--- src/rtl/axi_wr_arbiter.sv ---
// axi_wr_arbiter: round-robin sharing of one AXI write port; the grant is held from AW through the B response.
module axi_wr_arbiter #(
   parameter int NUM_MASTERS = 4,
   parameter int DATA_WIDTH  = 32,
   parameter int ADDR_WIDTH  = 64,
   parameter int STRB_WIDTH  = DATA_WIDTH / 8
) (
   input  logic                              clk,
   input  logic                              areset,
   input  logic [NUM_MASTERS*4-1:0]          s_awid_i,
   input  logic [NUM_MASTERS*4-1:0]          s_awlen_i,
   input  logic [NUM_MASTERS*3-1:0]          s_awsize_i,
   input  logic [NUM_MASTERS*2-1:0]          s_awburst_i,
   input  logic [NUM_MASTERS*ADDR_WIDTH-1:0] s_awaddr_i,
   input  logic [NUM_MASTERS-1:0]            s_awvalid_i,
   output logic [NUM_MASTERS-1:0]            s_awready_o,
   input  logic [NUM_MASTERS*DATA_WIDTH-1:0] s_wdata_i,
   input  logic [NUM_MASTERS*STRB_WIDTH-1:0] s_wstrb_i,
   input  logic [NUM_MASTERS-1:0]            s_wlast_i,
   input  logic [NUM_MASTERS-1:0]            s_wvalid_i,
   output logic [NUM_MASTERS-1:0]            s_wready_o,
   output logic [NUM_MASTERS*4-1:0]          s_bid_o,
   output logic [NUM_MASTERS*2-1:0]          s_bresp_o,
   output logic [NUM_MASTERS-1:0]            s_bvalid_o,
   input  logic [NUM_MASTERS-1:0]            s_bready_i,
   output logic [3:0]                        m_awid_o,
   output logic [3:0]                        m_awlen_o,
   output logic [2:0]                        m_awsize_o,
   output logic [1:0]                        m_awburst_o,
   output logic [ADDR_WIDTH-1:0]             m_awaddr_o,
   output logic                              m_awvalid_o,
   input  logic                              m_awready_i,
   output logic [DATA_WIDTH-1:0]             m_wdata_o,
   output logic [STRB_WIDTH-1:0]             m_wstrb_o,
   output logic                              m_wlast_o,
   output logic                              m_wvalid_o,
   input  logic                              m_wready_i,
   input  logic [3:0]                        m_bid_i,
   input  logic [1:0]                        m_bresp_i,
   input  logic                              m_bvalid_i,
   output logic                              m_bready_o,
   output logic [NUM_MASTERS-1:0]            grant_o,
   output logic                              busy_o,
   output logic [1:0]                        state_o
);
   localparam int IW = $clog2(NUM_MASTERS);
   typedef enum logic [1:0] {IDLE = 2'd0, ADDR = 2'd1, DATA = 2'd2, RESP = 2'd3} state_t;
   state_t                 r_state, w_state_nxt;
   logic [NUM_MASTERS-1:0] r_grant;
   logic [IW-1:0]          r_idx, r_ptr, w_pick;
   logic                   w_addr, w_data, w_resp, w_req, w_aw_hs, w_w_hs, w_b_hs;

   // first requester at or after ptr, wrapping modulo NUM_MASTERS
   function automatic logic [IW-1:0] rr_pick(input logic [NUM_MASTERS-1:0] req, input logic [IW-1:0] ptr);
      logic [IW-1:0] j;
      rr_pick = ptr;
      for (int i = NUM_MASTERS - 1; i >= 0; i--) begin
         j = IW'((int'(ptr) + i) % NUM_MASTERS);
         if (req[j]) rr_pick = j;
      end
   endfunction

   assign w_addr  = r_state == ADDR;
   assign w_data  = r_state == DATA;
   assign w_resp  = r_state == RESP;
   assign w_req   = (r_state == IDLE) && (|s_awvalid_i);
   assign w_pick  = rr_pick(s_awvalid_i, r_ptr);
   assign w_aw_hs = m_awvalid_o & m_awready_i;
   assign w_w_hs  = m_wvalid_o & m_wready_i & m_wlast_o;
   assign w_b_hs  = m_bvalid_i & m_bready_o;

   assign m_awvalid_o = w_addr & s_awvalid_i[r_idx];
   assign m_awid_o    = w_addr ? s_awid_i[int'(r_idx)*4 +: 4] : '0;
   assign m_awlen_o   = w_addr ? s_awlen_i[int'(r_idx)*4 +: 4] : '0;
   assign m_awsize_o  = w_addr ? s_awsize_i[int'(r_idx)*3 +: 3] : '0;
   assign m_awburst_o = w_addr ? s_awburst_i[int'(r_idx)*2 +: 2] : '0;
   assign m_awaddr_o  = w_addr ? s_awaddr_i[int'(r_idx)*ADDR_WIDTH +: ADDR_WIDTH] : '0;
   assign m_wvalid_o  = w_data & s_wvalid_i[r_idx];
   assign m_wdata_o   = w_data ? s_wdata_i[int'(r_idx)*DATA_WIDTH +: DATA_WIDTH] : '0;
   assign m_wstrb_o   = w_data ? s_wstrb_i[int'(r_idx)*STRB_WIDTH +: STRB_WIDTH] : '0;
   assign m_wlast_o   = w_data & s_wlast_i[r_idx];
   assign m_bready_o  = w_resp & s_bready_i[r_idx];

   assign s_awready_o = r_grant & {NUM_MASTERS{w_addr & m_awready_i}};
   assign s_wready_o  = r_grant & {NUM_MASTERS{w_data & m_wready_i}};
   assign s_bvalid_o  = r_grant & {NUM_MASTERS{w_resp & m_bvalid_i}};

   for (genvar k = 0; k < NUM_MASTERS; k++) begin : g_b
      assign s_bid_o[k*4 +: 4]   = (w_resp & r_grant[k]) ? m_bid_i : '0;
      assign s_bresp_o[k*2 +: 2] = (w_resp & r_grant[k]) ? m_bresp_i : '0;
   end

   assign grant_o = r_grant;
   assign busy_o  = r_state != IDLE;
   assign state_o = r_state;

   always_comb begin
      w_state_nxt = r_state;
      if (w_req) w_state_nxt = ADDR;
      if (w_aw_hs) w_state_nxt = DATA;
      if (w_w_hs) w_state_nxt = RESP;
      if (w_b_hs) w_state_nxt = IDLE;
   end

   always_ff @(posedge clk or negedge areset)
      if (!areset) r_state <= IDLE;
      else r_state <= w_state_nxt;

   always_ff @(posedge clk or negedge areset)
      if (!areset) begin
         r_grant <= '0;
         r_idx   <= '0;
         r_ptr   <= '0;
      end else if (w_req) begin
         r_grant <= NUM_MASTERS'(1) << w_pick;
         r_idx   <= w_pick;
      end else if (w_b_hs) begin
         r_grant <= '0;
         r_ptr   <= (r_idx == IW'(NUM_MASTERS - 1)) ? '0 : r_idx + 1'b1;
      end
endmodule

--- config.mk ---
export PLATFORM = sky130hd
export DESIGN_NAME = axi_wr_arbiter
export DESIGN_NICKNAME = d
export VERILOG_FILES = /design/src/rtl/axi_wr_arbiter.sv
export SDC_FILE = /design/constraint.sdc
export NUM_CORES = 1
export LEC_CHECK = 0
export BUFFER_PORTS_ARGS = -buffer_cell sky130_fd_sc_hd__buf_4
export CORE_AREA = 4 4 243 245
export CTS_BUF_LIST = sky130_fd_sc_hd__clkbuf_8
export DETAILED_ROUTE_END_ITERATION = 10
export DIE_AREA = 0 0 247 249
export PLACE_DENSITY = 0.31
export SYNTH_ARGS = -nofsm -noshare
export SYNTH_HDL_FRONTEND = slang
export SYNTH_SLANG_ARGS = --single-unit
--- constraint.sdc ---
create_clock -name clk -period 4.9 [get_ports clk]
set_input_delay 0.245 -clock clk [delete_from_list [all_inputs] [get_ports clk]]
set_output_delay 0.245 -clock clk [all_outputs]
set_load 0.02 [all_outputs]
# [Word-level counts from Yosys, hierarchy flattened]
# Cells that the tools add are included.
[totals] reg_bits=10 input_bits=479 wordCells=94 out_inout_bits=160
[classes] order_cmp=5 shift=8 n_mux=42 multipliers=1 bitwise_logic=19 eq_ne=4 n_reduce_logical=7 addsub=4
[op_table] operator="$shiftx 256x9->64" count=1
[op_table] operator="$shiftx 128x8->32" count=1
[op_table] operator="$mux 64" count=1
[op_table] operator="$shiftx 16x5->4" count=3
[op_table] operator="$mux 4" count=9
[op_table] operator="$mux 32" count=1
[op_table] operator="$mux 2" count=14
[op_table] operator="$bmux 1 s2" count=8
[op_table] operator="$and 1x1->1" count=15
[op_table] operator="$lt 2x3->1 const B" count=5
[op_table] operator="$and 4x4->4" count=3
[op_table] operator="$shiftx 12x5->3" count=1
[op_table] operator="$mux 1" count=8
[op_table] operator="$shiftx 8x4->2" count=1
[op_table] operator="$eq 2x2->1 const B" count=3
[op_table] operator="$add 2x1->2 const B" count=2
[op_table] operator="$add 2x2->2 const B" count=2
[op_table] operator="$mul 2x2->4 const B" count=1
[op_table] operator="$reduce_bool 2->1" count=2
[op_table] operator="$reduce_bool 4->1" count=1
[op_table] operator="$reduce_or 4->1" count=1
[op_table] operator="$shl 1x2->4 const A" count=1
[op_table] operator="$mux 3" count=1
[op_table] operator="$eq 2x1->1 const B" count=1
[op_table] operator="4 further kinds" count=4

# [Longest topological paths before layout]
# Gate-level depths: netlist of run 1.
[logic_depth] ltp_word=9 mapped_depth=6 ltp_nobuf=4

# [Worst setup path before layout of run 1]
# OpenSTA, ideal clock, no wires.
[synth_path] path_kind="flip-flop to output port" startpoint="register r_idx[0]" endpoint="output m_wdata_o[10]" slack_ps=3079 t_required_ps=4655 arrival_time_ps=1576 path_stages_with_launch=6 path_buffers=3 cell_sequence="dfrtp_1 buf_6 buf_6 buf_6 mux4_2 and2_1"
[synth_between] elab_chain_len=2
[synth_lines] element="start: declaration" line_no="50" text="logic [IW-1:0] r_idx, r_ptr, w_pick;"
[synth_lines] element="start signal: assignment" line_no="116" text="r_idx <= w_pick;"
[synth_lines] element="$shiftx 128x8->32" line_no="79" text="assign m_wdata_o = w_data ? s_wdata_i[int'(r_idx)*DATA_WIDTH +: DATA_WIDTH] : '0;"
[synth_lines] element="$mux 32" line_no="79"
[synth_lines] element="end: declaration" line_no="33" text="output logic [DATA_WIDTH-1:0] m_wdata_o,"
# Every way passes these cells.

# [Final worst setup path of run 1]
[layout_path] startpoint="register r_idx[1]" endpoint="output m_awaddr_o[48]"
[layout_between] elab_chain_len=2
[layout_lines] element="$shiftx 256x9->64" line_no="77" text="assign m_awaddr_o = w_addr ? s_awaddr_i[int'(r_idx)*ADDR_WIDTH +: ADDR_WIDTH] : '0;"
[layout_lines] element="$mux 64" line_no="77"
[layout_lines] element="end: declaration" line_no="30" text="output logic [ADDR_WIDTH-1:0] m_awaddr_o,"
# Every way passes these cells.

==> results.toml, run 1 <==
[worst_setup_path]
crit-reg2reg-launch = "r_idx[1]"
crit_path_top_delay_cell = "dfrtp_4"
r2r_end = "grant_o[0]"
path_cells = "buf_4 > mux4_2 > and2_1 > buf_4"
end_kind = "output port"
startpoint_type = "flip-flop"
required_ns = 4.66
cpMostUsedCell = "buf_4"
crit_type = "reg2out"
reg2reg_depth = 4
cpLargestDelayFamily = "flip-flops"
critPathBufInv = 2
critPathMaxFanout = 61
arrival_ns = 2.51
r2r_setup_slack_ns = 2.57
slowest_delay_ns = 1.06

[clock_network]
clock_latency_ns = 0.24
cts_root_buf = "clkbuf_8"
cts_sinks = 10
cts_tree = "done"
post_cts_buffers = 0
cts_buffer_depth = 2
cts_buffers = 3
cts-htree-levels = 1
clk_pin_slew_worst_paths_ns = 0.06

[sta]
worst_pin_slew_ns = 0.970
fin_skew_ns = 0.00515
min_period_over_period_pct = 56.3
clock.fmax_ghz = 0.363
hold_violations = 0
finalSetupTns_ns = 0
slew_viol_final = 0
fin_hold_ws_ns = 0.369
fin_ws_ns = 2.14
setup_viol = 0
slew-limit-headroom_pct = 35.3
rsz0062_at_grt = "false"
min_period_ns = 2.76

[synth]
synth_area_leaders = "mux4_2, and2_1, dfrtp_1"
synth_cell_types = 34
postSynth.asyncResetShare_pct = 100
synth_xor_area_share_pct = 0
syn_avg_cell_area_um2 = 11.8
syn_inst = 371
synth-compound-area-share_pct = 2.94
synth_edf_count = 0
yosys.area.top_type = "mux4_2"
synth.top_cell.area_share_pct = 60.2
synth_ff_type = "dfrtp_1"
synth_warnings = 0
ys_seq_elements = 10
syn_nets = 851
yosys.area_share.simple_pct = 25.4
netlist_area_mm2 = 0.00438
ys_seq_area_share_pct = 5.72
synthMuxAreaShare_pct = 60.5
synth_fa_ha_area_share_pct = 0.286
synth_top_family_by_area = "multiplexers"

[grt]
grt_overflow = 0
grt_start_max_net_pins = 71
gr-usage-all-layers_pct = 10.3
antenna_found_initial = 7
grt_pass1_vias = 6664
grt_pass1_wl_um = 47300

[routing]
dr.first_iter.drc_count = 169
routedWlPerCell_um = 19.9
final_antenna_net_count = 0
drc_errors = 0
vias = 6047
firstDrtPassIters = 4
viasPerCell = 3.47
wl_um = 34800

[run_status]
status = "finished clean"

[finish]
drive_gt1_share_pct = 79.0
filler_cell_count = 6443
multi_input_area_mm2 = 0.00391
layoutNonFillerInstCount = 1745
final_cell_mix = "buf_4, and2_1, mux4_2"
seqCellArea_um2 = 258
area_delta_synth_final_pct = 130
nets = 1458
layout_commonest_cell = "buf_4"

[die]
core-area_mm2 = 0.0571
fp-row-count = 88
ios = 639
dieArea_mm2 = 0.0615
die_h_um = 249
start_util_pct = 7.66
die_w_um = 247

[power]
p_total_w = 0.00387
seqPwrFrac_pct = 8.2
pwr_density_cell_mw_per_mm2 = 384
p_leak_nw = 4.62
pwr-share-comb_pct = 89.0
p_int_w = 0.00197
vdd_drop_max_mv = 0.207
p_sw_w = 0.00190
switching_share_pct = 49.1
clockPowerShare_pct = 2.7

[placement]
dp_hpwl_um = 30600
place.gp.congestion = 0.845
place_inst = 1737
post-place-ws_ns = 2.36
port_buffers = 638

[worst_hold_path]
hp-class = "in2reg"
holdPathStages = 3
hold_path_end = "state_o[0]"
hold_start = "m_wready_i"

[run]
cap_viol_max_count = 0
[cell type report]
type / count / share of cell area, %
Inverter: 1 / 0.0373
Sequential cell: 10 / 2.56
Multi-Input combinational cell: 317 / 38.8
Tap cell: 765 / 9.50
Clock buffer: 4 / 0.546
Timing Repair Buffer: 645 / 48.5
Antenna cell: 3 / 0.0745
[sequential cells by signal, summed over array words and instances, names as in the netlist]
register  cells
grant_o       4
r_idx         2
r_ptr         2
state_o       2
[worst max path at each step]
stage	from	endpoint	slack [ns]	cells past startpoint
2_1_floorplan	r_idx[0]	m_wdata_o[10]	3.08	5
3_3_place_gp	r_idx[1]	m_awaddr_o[38]	2.33	4
4_1_cts	r_idx[1]	m_awaddr_o[1]	2.10	4
3_5_place_dp	r_idx[1]	m_awaddr_o[1]	2.36	4
5_1_grt	r_idx[1]	m_awaddr_o[30]	2.03	4
6_report	r_idx[1]	m_awaddr_o[48]	2.14	4
[cell usage after synthesis, drive strengths merged, types with 2 or more instances]
cell type and instances:
o21ai 4, nor2 3, a31o 2, or2 2
buf 27, and3 16, nand2 5, o31ai 2
clkbuf 16, nor2b 4, mux4 117, nand3 2
and2 144, nand4 2, a21oi 2, dfrtp 10
[stage by stage]
step	utilization, %	cell area (um^2)
after floorplan	-	4380
after global placement	17.5	10000
after detailed placement	17.5	10000
after CTS	17.6	10100
after global routing	17.6	10100
final	17.6	10100
[tightest hold or removal path: cells and delay by family]
kind                   cells  cell delay, ns
AOI/OAI and AO/OA          1            0.07
buffers and inverters      1            0.13
and+or+nand+nor            1            0.11
[routing by layer]
layer  up-vias  share of wire, %  track usage [%]
met2       394                53             20.1
met5         -             0.037                0
met1      2938                37             11.5
met3        16               9.2             2.66
met4         2              0.91             1.28
li1       2697                 -                -
[power groups by stage]
stage | sequential [W] | clock [W] | combinational [W]
2_1_floorplan | 0.000174 | 0 | 0.00217
3_3_place_gp | 0.000328 | 0 | 0.00355
3_5_place_dp | 0.000328 | 0 | 0.00354
4_1_cts | 0.000327 | 0.000108 | 0.00355
5_1_grt | 0.000341 | 0.000115 | 0.00370
6_report | 0.000318 | 0.000106 | 0.00344
[kinds of logic (layout without fill, tap and decap cells)]
logic type | Yosys count | after routing
compound gates | 18 | 18
buf+inv | 44 | 650
mux | 118 | 118
other cells | 0 | 3
simple gates | 180 | 180
flops | 10 | 10
fa+ha+maj | 1 | 1
[timing repair]
| action | in CTS | in global routing |
|---|---|---|
| gates resized for setup | 0 | 0 |
| endpoints found under the setup margin | 0 | 0 |
| hold buffers | 1 | 0 |
| hold endpoints to repair | 10 | 0 |
No activity file was read; power rests on OpenSTA's default activity.
==> inputs of run 2 (changes only) <==
--- a/config.mk
+++ b/config.mk
@@ -6,11 +6,11 @@
 export NUM_CORES = 1
 export LEC_CHECK = 0
 export BUFFER_PORTS_ARGS = -buffer_cell sky130_fd_sc_hd__buf_4
-export CORE_AREA = 4 4 243 245
+export CORE_AREA = 4 4 245 247
 export CTS_BUF_LIST = sky130_fd_sc_hd__clkbuf_8
 export DETAILED_ROUTE_END_ITERATION = 10
-export DIE_AREA = 0 0 247 249
-export PLACE_DENSITY = 0.31
+export DIE_AREA = 0 0 249 251
+export PLACE_DENSITY = 0.32
 export SYNTH_ARGS = -nofsm -noshare
 export SYNTH_HDL_FRONTEND = slang
 export SYNTH_SLANG_ARGS = --single-unit
==> constraint.sdc (replaced) <==
create_clock -name clk -period 2.4 [get_ports clk]
set_input_delay 0.12 -clock clk [delete_from_list [all_inputs] [get_ports clk]]
set_output_delay 0.12 -clock clk [all_outputs]
set_load 0.02 [all_outputs]
==> results.toml, run 2 (synthesized netlist as in run 1, its figures left out) <==
[clock_network]
clk_pin_slew_worst_paths_ns = 0.05
cts_buffers = 3
cts_tree = "done"
cts-resized-gates = 0
post_cts_buffers = 0
cts_sinks = 10
clock_latency_ns = 0.23
cts-htree-levels = 1
cts_root_buf = "clkbuf_8"
holdBufCountCts = 1
cts_buffer_depth = 2

[placement]
dp_hpwl_um = 33000
place_area_mm2 = 0.0102
port_buffers = 638
place.gp.congestion = 0.822

[finish]
seqCellArea_um2 = 258
multi_input_area_mm2 = 0.00391
largest_register_ffs = 4
final_cell_mix = "buf_4, and2_1, mux4_2"
layout_commonest_cell = "buf_4"
filler_cell_count = 6491
drive_gt1_share_pct = 79.3
area_delta_synth_final_pct = 134
design_area_mm2 = 0.0102
nets = 1470

[routing]
drc_errors = 0
dr_wl_met2_um = 19100
vias = 6127
met3_length_um = 3610
routedWlPerCell_um = 21.0
final_antenna_net_count = 0
wl_met1_um = 13800
highest_layer = "met4"
viasPerCell = 3.49
firstDrtPassIters = 4
wl_um = 36900
dr.first_iter.drc_count = 171

[grt]
grt_pass1_vias = 6766
antenna_found_initial = 5
grt_overflow = 0
grt_pass1_wl_um = 50600
grt_start_max_net_pins = 71
gr-usage-all-layers_pct = 10.9

[die]
ios = 639
fp-row-count = 88
core-area_mm2 = 0.0576
die_w_um = 249
start_util_pct = 7.60
die_h_um = 251
dieArea_mm2 = 0.0625

[sta]
worst_pin_slew_ns = 0.691
finalSetupTns_ns = 0
setup_viol = 0
fin_skew_ns = 0.000684
min_period_over_period_pct = 91.5
rsz0062_at_grt = "false"
slew_viol_final = 0
slew-limit-headroom_pct = 53.5
min_period_ns = 2.20
hold_violations = 0
clock.fmax_ghz = 0.455

[worst_setup_path]
critPathMaxFanout = 24
r2r_end = "grant_o[1]"
arrival_ns = 2.08
reg2reg_depth = 4
crit-reg2reg-launch = "state_o[1]"
startpoint_type = "flip-flop"
crit_path_end = "m_wdata_o[4]"
r2r_setup_slack_ns = 0.60
crit_start = "r_idx[0]"
end_kind = "output port"
required_ns = 2.28
crit_type = "reg2out"

[worst_hold_path]
hp-class = "in2reg"
holdPathStages = 3

[run_status]
status = "finished clean"

[power]
vdd_drop_max_mv = 0.440
pwr_density_cell_mw_per_mm2 = 801
p_leak_nw = 4.71

[run]
cap_viol_max_count = 0
[run 2: layout make-up]
type / count / area share (%)
Timing Repair Buffer: 657 / 49.3
Tap cell: 765 / 9.35
Sequential cell: 10 / 2.52
Clock buffer: 4 / 0.538
Inverter: 1 / 0.0366
Antenna cell: 4 / 0.0977
Multi-Input combinational cell: 317 / 38.2
[run 2: worst min-delay path by stage]
stage	slack, ns	from	to
2_1_floorplan	-0.18	areset	grant_o[0]
3_3_place_gp	-0.04	areset	state_o[1]
3_5_place_dp	-0.04	areset	r_ptr[1]
4_1_cts	0.21	m_wready_i	state_o[0]
5_1_grt	0.23	m_wready_i	state_o[0]
6_report	0.20	m_wready_i	state_o[0]
[run 2: where the power goes]
| part | switching (W) | internal (W) |
|---|---|---|
| Clock | 0.0000686 | 0.000144 |
| Combinational | 0.00369 | 0.00385 |
| Sequential | 0.000200 | 0.000252 |
[run 2: layer usage]
metal  vias to the layer above  GRT usage, %
met5                         -             0
met4                         0          1.96
met3                        20          4.01
met2                       386          19.9
met1                      2998          12.3
li1                       2723             -
[run 2: metrics by stage]
step           utilization [%]  hold WS (ns)  setup WS [ns]  power, W  instances
6_report                  17.8         0.203          0.203   0.00821       1758
3_5_place_dp              17.7       -0.0358          0.432   0.00822       1749
4_1_cts                   17.8         0.214          0.171   0.00845       1754
3_3_place_gp              17.7       -0.0371          0.441   0.00823       1749
2_1_floorplan                -        -0.176          0.672   0.00480        371
5_1_grt                   17.8         0.230         0.0808   0.00884       1758
[run 2: critical path, stage by stage (launching register included)]
cell     delay (ns)
dfrtp_4        0.49
buf_12         0.23
buf_12         0.21
mux4_2         0.52
and2_1         0.19
buf_4          0.16
